### config.mk
export PLATFORM = sky130hd
export DESIGN_NAME = sliding_window_buffer
export DESIGN_NICKNAME = d
export VERILOG_FILES = /design/src/rtl/sliding_window_buffer.sv
export SDC_FILE = /design/constraint.sdc
export NUM_CORES = 1
export LEC_CHECK = 0
export ABC_AREA = 1
export BUFFER_PORTS_ARGS = -buffer_cell sky130_fd_sc_hd__buf_2
export CORE_MARGIN = 5
export CORE_UTILIZATION = 55
export CTS_CLUSTER_SIZE = 28
export DETAILED_ROUTE_END_ITERATION = 6
export MAX_ROUTING_LAYER = met4
export PLACE_DENSITY = 0.71
export SYNTH_ARGS = -nofsm -noshare
export SYNTH_HDL_FRONTEND = slang
export SYNTH_SLANG_ARGS = --single-unit
### constraint.sdc
create_clock -name clk -period 10.6 [get_ports clk]
set_clock_uncertainty 0.05 [all_clocks]
set_input_delay 1.06 -clock clk [delete_from_list [all_inputs] [get_ports clk]]
set_output_delay 1.06 -clock clk [all_outputs]
set_load 0.005 [all_outputs]
### src/rtl/sliding_window_buffer.sv
// Circular window buffer: PAR_WRITE words in per write, PAR_READ-word window out, run-time stride pop.
// Optional sticky error flags (err_ovf, err_udf) are enabled by defining SWB_ERR_FLAGS_EN.
module sliding_window_buffer #(
    parameter int unsigned WIDTH     = 16,
    parameter int unsigned DEPTH     = 16,
    parameter int unsigned PAR_WRITE = 1,
    parameter int unsigned PAR_READ  = 4,
    parameter int unsigned STRIDE_W  = 3
) (
    input  logic                         clk,
    input  logic                         rst,
    input  logic                         write_en,
    input  logic [WIDTH*PAR_WRITE-1:0]   din,
    output logic                         ready,
    input  logic                         read_en,
    input  logic [STRIDE_W-1:0]          stride,
    output logic [WIDTH*PAR_READ-1:0]    dout,
    output logic                         valid,
    output logic [$clog2(DEPTH+1)-1:0]   count,
    input  logic                         flush
`ifdef SWB_ERR_FLAGS_EN
    ,
    output logic                         err_ovf,
    output logic                         err_udf
`endif
);

    localparam int unsigned PW = $clog2(DEPTH);
    localparam int unsigned CW = $clog2(DEPTH + 1);
    localparam int unsigned SW = (STRIDE_W > CW) ? STRIDE_W : CW;

    logic [WIDTH-1:0] mem_q [DEPTH];
    logic [WIDTH-1:0] mem_d [DEPTH];
    logic [PW-1:0]    wptr_q, wptr_d;
    logic [PW-1:0]    rptr_q, rptr_d;
    logic [CW-1:0]    count_q, count_d;
    logic [CW-1:0]    pop;
    logic             wacc, racc, stride_big;

    // Status decodes come only from registered occupancy
    assign ready = (count_q <= CW'(DEPTH - PAR_WRITE));
    assign valid = (count_q >= CW'(PAR_READ));
    assign count = count_q;

    assign wacc       = write_en & ready;
    assign racc       = read_en & valid;
    assign stride_big = (SW'(stride) > SW'(PAR_READ));
    assign pop        = stride_big ? CW'(PAR_READ) : CW'(stride);

    always_comb begin
        mem_d   = mem_q;
        wptr_d  = wptr_q;
        rptr_d  = rptr_q;
        count_d = count_q;
        if (flush) begin
            wptr_d  = '0;
            rptr_d  = '0;
            count_d = '0;
        end else begin
            if (wacc) begin
                for (int j = 0; j < int'(PAR_WRITE); j++) begin
                    mem_d[PW'(wptr_q + PW'(j))] = din[j*WIDTH +: WIDTH];
                end
                wptr_d = wptr_q + PW'(PAR_WRITE);
            end
            if (racc) begin
                rptr_d = rptr_q + PW'(pop);
            end
            count_d = count_q + (wacc ? CW'(PAR_WRITE) : CW'(0)) - (racc ? pop : CW'(0));
        end
    end

    always_ff @(posedge clk or posedge rst) begin
        if (rst) begin
            mem_q   <= '{default: '0};
            wptr_q  <= '0;
            rptr_q  <= '0;
            count_q <= '0;
        end else begin
            mem_q   <= mem_d;
            wptr_q  <= wptr_d;
            rptr_q  <= rptr_d;
            count_q <= count_d;
        end
    end

    // Window is a combinational view starting at the read pointer, wrapping modulo DEPTH
    always_comb begin
        dout = '0;
        for (int i = 0; i < int'(PAR_READ); i++) begin
            dout[i*WIDTH +: WIDTH] = mem_q[PW'(rptr_q + PW'(i))];
        end
    end

`ifdef SWB_ERR_FLAGS_EN
    logic err_ovf_q, err_ovf_d;
    logic err_udf_q, err_udf_d;

    always_comb begin
        err_ovf_d = err_ovf_q;
        err_udf_d = err_udf_q;
        if (flush) begin
            err_ovf_d = 1'b0;
            err_udf_d = 1'b0;
        end else begin
            if (write_en && !ready) err_ovf_d = 1'b1;
            if ((read_en && !valid) || (racc && stride_big)) err_udf_d = 1'b1;
        end
    end

    always_ff @(posedge clk or posedge rst) begin
        if (rst) begin
            err_ovf_q <= 1'b0;
            err_udf_q <= 1'b0;
        end else begin
            err_ovf_q <= err_ovf_d;
            err_udf_q <= err_udf_d;
        end
    end

    assign err_ovf = err_ovf_q;
    assign err_udf = err_udf_q;
`endif

endmodule

# [After elaboration in Yosys (flattened, before gate mapping)]
# Cells that the tools add are included.
[classes] magnitude_cmp=9 bitwise=8 reduce_logical=4 mux=23 n_addsub=7
[op_table] cell="$bmux 16 s4" count=4
[op_table] cell="$bwmux 256" count=1
[op_table] cell="$mux 16" count=9
[op_table] cell="$demux 16 s4" count=1
[op_table] cell="$ge 5x5->1 const B" count=5
[op_table] cell="$not 4->5" count=5
[op_table] cell="$mux 4" count=4
[op_table] cell="$add 4x1->4 const B" count=2
[op_table] cell="$add 4x2->4 const B" count=2
[op_table] cell="$mux 3" count=2
[op_table] cell="$add 5x1->5" count=1
[op_table] cell="$ge 5x3->1 const B" count=1
[op_table] cell="$le 5x4->1 const B" count=1
[op_table] cell="$lt 5x1->1 const B" count=1
[op_table] cell="$mux 5" count=1
[op_table] cell="$sub 5x3->5" count=1
[op_table] cell="$add 4x3->4" count=1
[op_table] cell="$reduce_bool 2->1" count=2
[op_table] cell="$gt 3x3->1 const B" count=1
[op_table] cell="$and 1x1->1" count=2
[op_table] cell="$reduce_and 2->1" count=1
[op_table] cell="$logic_and 1x1->1" count=1
[op_table] cell="$mux 1" count=1
[op_table] cell="$not 1->1" count=1
[word_totals] out_inout_bits=71 ff_bits=269

# [Depth between registers and ports, before layout]
[depth] depth_word=6 ltp_mapped=17 ltp_nobuf=17

# [Worst setup path before layout]
# OpenSTA, ideal clock, no wires.
[synth_timing] kind="reg2out" startpoint="reg rptr_q[1]" endpoint="out dout[48]" path_slack_ns=7.330 stages_incl_launch_ff=13 n_path_buf=4 arrival_ns=2.160 cell_sequence="dfrtp_1 -> inv_1 -> buf_2 -> buf_1 -> ha_1 -> inv_1 -> buf_2 -> clkbuf_1 -> nand3_1 -> nand3_1 -> nand2_1 -> nand2_1 -> nand2_1"
[synth_via] elab_chain_cells=5
[synth_lines] item="from (decl)" line="35" source="logic [PW-1:0] rptr_q, rptr_d;"
[synth_lines] item="from (signal assigned)" line="82" source="rptr_q <= rptr_d;"
[synth_lines] item="$add 4x2->4" line="91" source="dout[i*WIDTH +: WIDTH] = mem_q[PW'(rptr_q + PW'(i))];"
[synth_lines] item="$not 4->5 (implied by the code)" line="91"
[synth_lines] item="$bmux 16 s4" line="91"
[synth_lines] item="$mux 16 (implied by the code) (2 in a row)" line="91"
[synth_lines] item="to (decl)" line="17" source="output logic [WIDTH*PAR_READ-1:0] dout,"
# No other way between the ends. The select of a mux whose other input is x is not followed.

# [Worst setup path after layout]
[layout_timing] startpoint="reg rptr_q[1]" endpoint="out dout[59]"
# The elaborated chain is that of the path after synthesis.

==> run_results.csv <==
group,metric,value,unit
drt,wl_per_cell,21.9,um
critical_path,cp_top_family,"buffers and inverters",
clock_tree,cts_sinks,269,
clock_tree,postCtsSetupRepairBufs,0,
worst_hold_path,min_path_type,"reg2reg",
synth,syn_avg_cell_area,6.53,um2
synth,yosysMostFrequentCell,"nand2_1",
cells_and_area,drive_above_1_share,0.0763,
synth,async_reset_ff_frac,1.00,
floorplan,die_y,195,um
synth,syn-num-nets,2925,
power,p_per_area,219,nW/um2
sta,timing.slew.headroom,0.183,
synth,ys_top_cells_by_count,"1,125 x nand2_1, 841 x nand3_1, 269 x dfrtp_1",
sta,setup_viol,0,
critical_path,critPathBufInv,4,
critical_path,setup.worst_path.start_class,"flip-flop",
drt,postRouteAntennaNets,0,
clock_tree,htreeDepth,2,
global_routing,grt_pass1_vias,19000,
critical_path,worstSetupPathType,"reg2out",
global_routing,grt_pass1_wl,111000,um
power,total_power,4370,uW
global_routing,gr-usage-all-layers,0.379,
placement,hpwl,41900,um
global_routing,grt_antenna_before_repair,1,
drt,drt_pass1_iterations,6,
drt,drt_first_iter_violations,3126,
clock_tree,holdBufCountCts,0,
clock_tree,clock_path_buffers,3,
floorplan,die_x,195,um
critical_path,endpoint_kind,"output pin",
cells_and_area,finalNetCount,2856,
synth,synth_seq_cells,269,
sta,tightest_slew,1220,ps
synth,syn_inst,2879,
synth,synth_area_leader_cell,"dfrtp_1",
floorplan,die-area,38000,um2
synth,yosysWarnings,0,
placement,portBuffers,94,
global_routing,grt_max_degree,152,
synth,synth_cell_types,37,
sta,fmax,179,MHz
synth,synth_edf_count,0,
clock_tree,clk_latency,520,ps
run,maxCapViolCount,0,
clock_tree,cts_tree,"done",
synth,synth.cell_area,18800,um2
power,ir_worst_vdd,0.000173,V
clock_tree,numCtsBuffers,34,
sta,hold_viol,0,
sta,rsz0062_at_grt,"false",
floorplan,rows,67,
clock_tree,clockRootBuffer,"clkbuf_16",
sta,tns,0,ps
critical_path,path_cells,"inv_4, ha_4, inv_4, buf_4, nand3_1, nand3_1, nand2_1, nand2_1, nand2_1, buf_2",
synth,dominantRegCellSynth,"dfrtp_1",
synth,netlist_top_cells_area,"dfrtp_1 36%, nand2_1 22%, nand3_1 22%, o21ai_1 3.9%, buf_2 3.2%",
global_routing,grt-ovfl-total,0,
drt,viasPerCell,6.34,
critical_path,worstPathArrival,4470,ps
critical_path,ff2ff_setup_slack,7390,ps
placement,place_congestion,0.934,
critical_path,critical_path_required,9490,ps
cells_and_area,syn2layout_area_growth,6.40,%
sta,fin_crit,5580,ps
clock_tree,clk_pin_slew,60,ps
sta,fin_crit_sh,0.526,
floorplan,core-area,33600,um2
sta,report.final.slew_viol_count,0,
drt,via_count,20800,
clock_tree,cts_resized,0,
critical_path,path_max_fanout,94,
critical_path,slowest_stage,"buf_4",
critical_path,worst_path_largest_cell_delay,920,ps
synth,yosys.area.top_type_share,0.358,
drt,wl,71900,um
floorplan,initial_core_util,0.559,
status,status,"finished, final reports clean",
power,p_leak,0.00999,uW
drt,post-route-drc-count,0,
critical_path,cp_common_cell,"nand2_1",
synth,synth-seq-area-share,0.358,
floorplan,io_pins,95,
cells in the final DEF (no fill, tap or decap), types with 2 or more instances in the layout:
| cell | netlist | final |
|---|---|---|
| nand2_1 | 1125 | 1125 |
| nand3_1 | 841 | 841 |
| dfrtp_1 | 269 | 266 |
| o21ai_1 | 148 | 148 |
| buf_2 | 120 | 94 |
| inv_1 | 86 | 82 |
| o21ai_0 | 37 | 37 |
| clkbuf_16 | 0 | 35 |
| o211ai_1 | 26 | 26 |
| buf_4 | 3 | 24 |
| nor2_1 | 23 | 23 |
| ha_1 | 20 | 19 |
| nand4_1 | 17 | 17 |
| inv_2 | 14 | 14 |
| and2_1 | 11 | 11 |
| nand3_4 | 8 | 8 |
| a21oi_1 | 7 | 7 |
| clkbuf_8 | 0 | 7 |
| clkbuf_1 | 50 | 7 |
| clkinv_2 | 0 | 6 |
| nand4_4 | 4 | 4 |
| inv_4 | 1 | 3 |
| xor2_1 | 3 | 3 |
| inv_6 | 0 | 2 |
| nand3_2 | 2 | 2 |
| nor2_4 | 2 | 2 |
| o21ai_4 | 2 | 2 |
| fa_1 | 2 | 2 |
| clkinvlp_4 | 0 | 2 |
| dfrtp_4 | 0 | 2 |
layer usage:
| metal | GRT usage | routed length [um] |
|---|---|---|
| met2 | 0.541 | 30200 |
| met1 | 0.513 | 28100 |
| met5 | - | 0 |
| met4 | 0.159 | 3640 |
| met3 | 0.100 | 9990 |
final timing paths:
path                                          end  cells after the start                   start
max                                      dout[59]                     10   rptr_q[1]$_DFFE_PP0P_
min                        mem_q[198]$_DFFE_PP0P_                      2  mem_q[198]$_DFFE_PP0P_
max reg2reg                    count[4]$_DFF_PP0_                     16      count[3]$_DFF_PP0_
min reg2reg                mem_q[198]$_DFFE_PP0P_                      2  mem_q[198]$_DFFE_PP0P_
max in group asynchronous  mem_q[198]$_DFFE_PP0P_                      4                     rst
min in group asynchronous      count[2]$_DFF_PP0_                      2                     rst
power breakdown:
part	switching (uW)	internal (uW)
Clock	468	653
Combinational	1330	628
Sequential	134	1160
Total	1930	2440
cell families (layout without fill, tap and decap cells):
logic type	count (synthesis)	after routing	share of synthesized area
simple gates	2037	2037	0.479
buf+inv	324	277	0.0801
flops	269	269	0.358
compound gates	222	222	0.0641
fa+ha+maj	22	22	0.0154
xor+xnor	5	5	0.00313
other cells	0	1	0
worst reg2reg max path, cell delays in order (launching register included):
cell and delay [ps]:
dfrtp_1 400, inv_1 100, ha_1 220, a21boi_1 480
inv_1 120, nor3_1 290, ha_1 290, inv_1 50
ha_1 150, inv_1 60, fa_1 420, inv_1 90
nand2_1 60, nand2_1 60, a21oi_1 70, o21ai_0 140
nor2_1 50
registers in the layout, summed over array words and instances (netlist names):
| register | cells |
|---|---|
| mem_q | 256 |
| count | 5 |
| wptr_q | 4 |
| rptr_q | 4 |
through the flow:
step | setup WS [ps] | hold slack, ps | utilization | area (um2) | std cells
final | 5020 | 450 | 0.595 | 20000 | 3281
after global routing | 4770 | 481 | 0.595 | 20000 | 3281
after CTS | 5180 | 450 | 0.595 | 20000 | 3280
after detailed placement | 5720 | 436 | 0.564 | 18900 | 3222
after global placement | 5790 | 432 | 0.564 | 18900 | 3222
after floorplan | 2080 | 414 | - | 18800 | 2879
final cells by class:
type	instances	area, um2
Sequential cell	269	6740
Multi-Input combinational cell	2286	10600
Inverter	101	399
Clock inverter	9	53.8
Timing Repair Buffer	118	651
Tap cell	448	561
Clock buffer	49	998
Antenna cell	1	2.50
Fill cell	3261	13600
(Power assumes the default switching activity.)
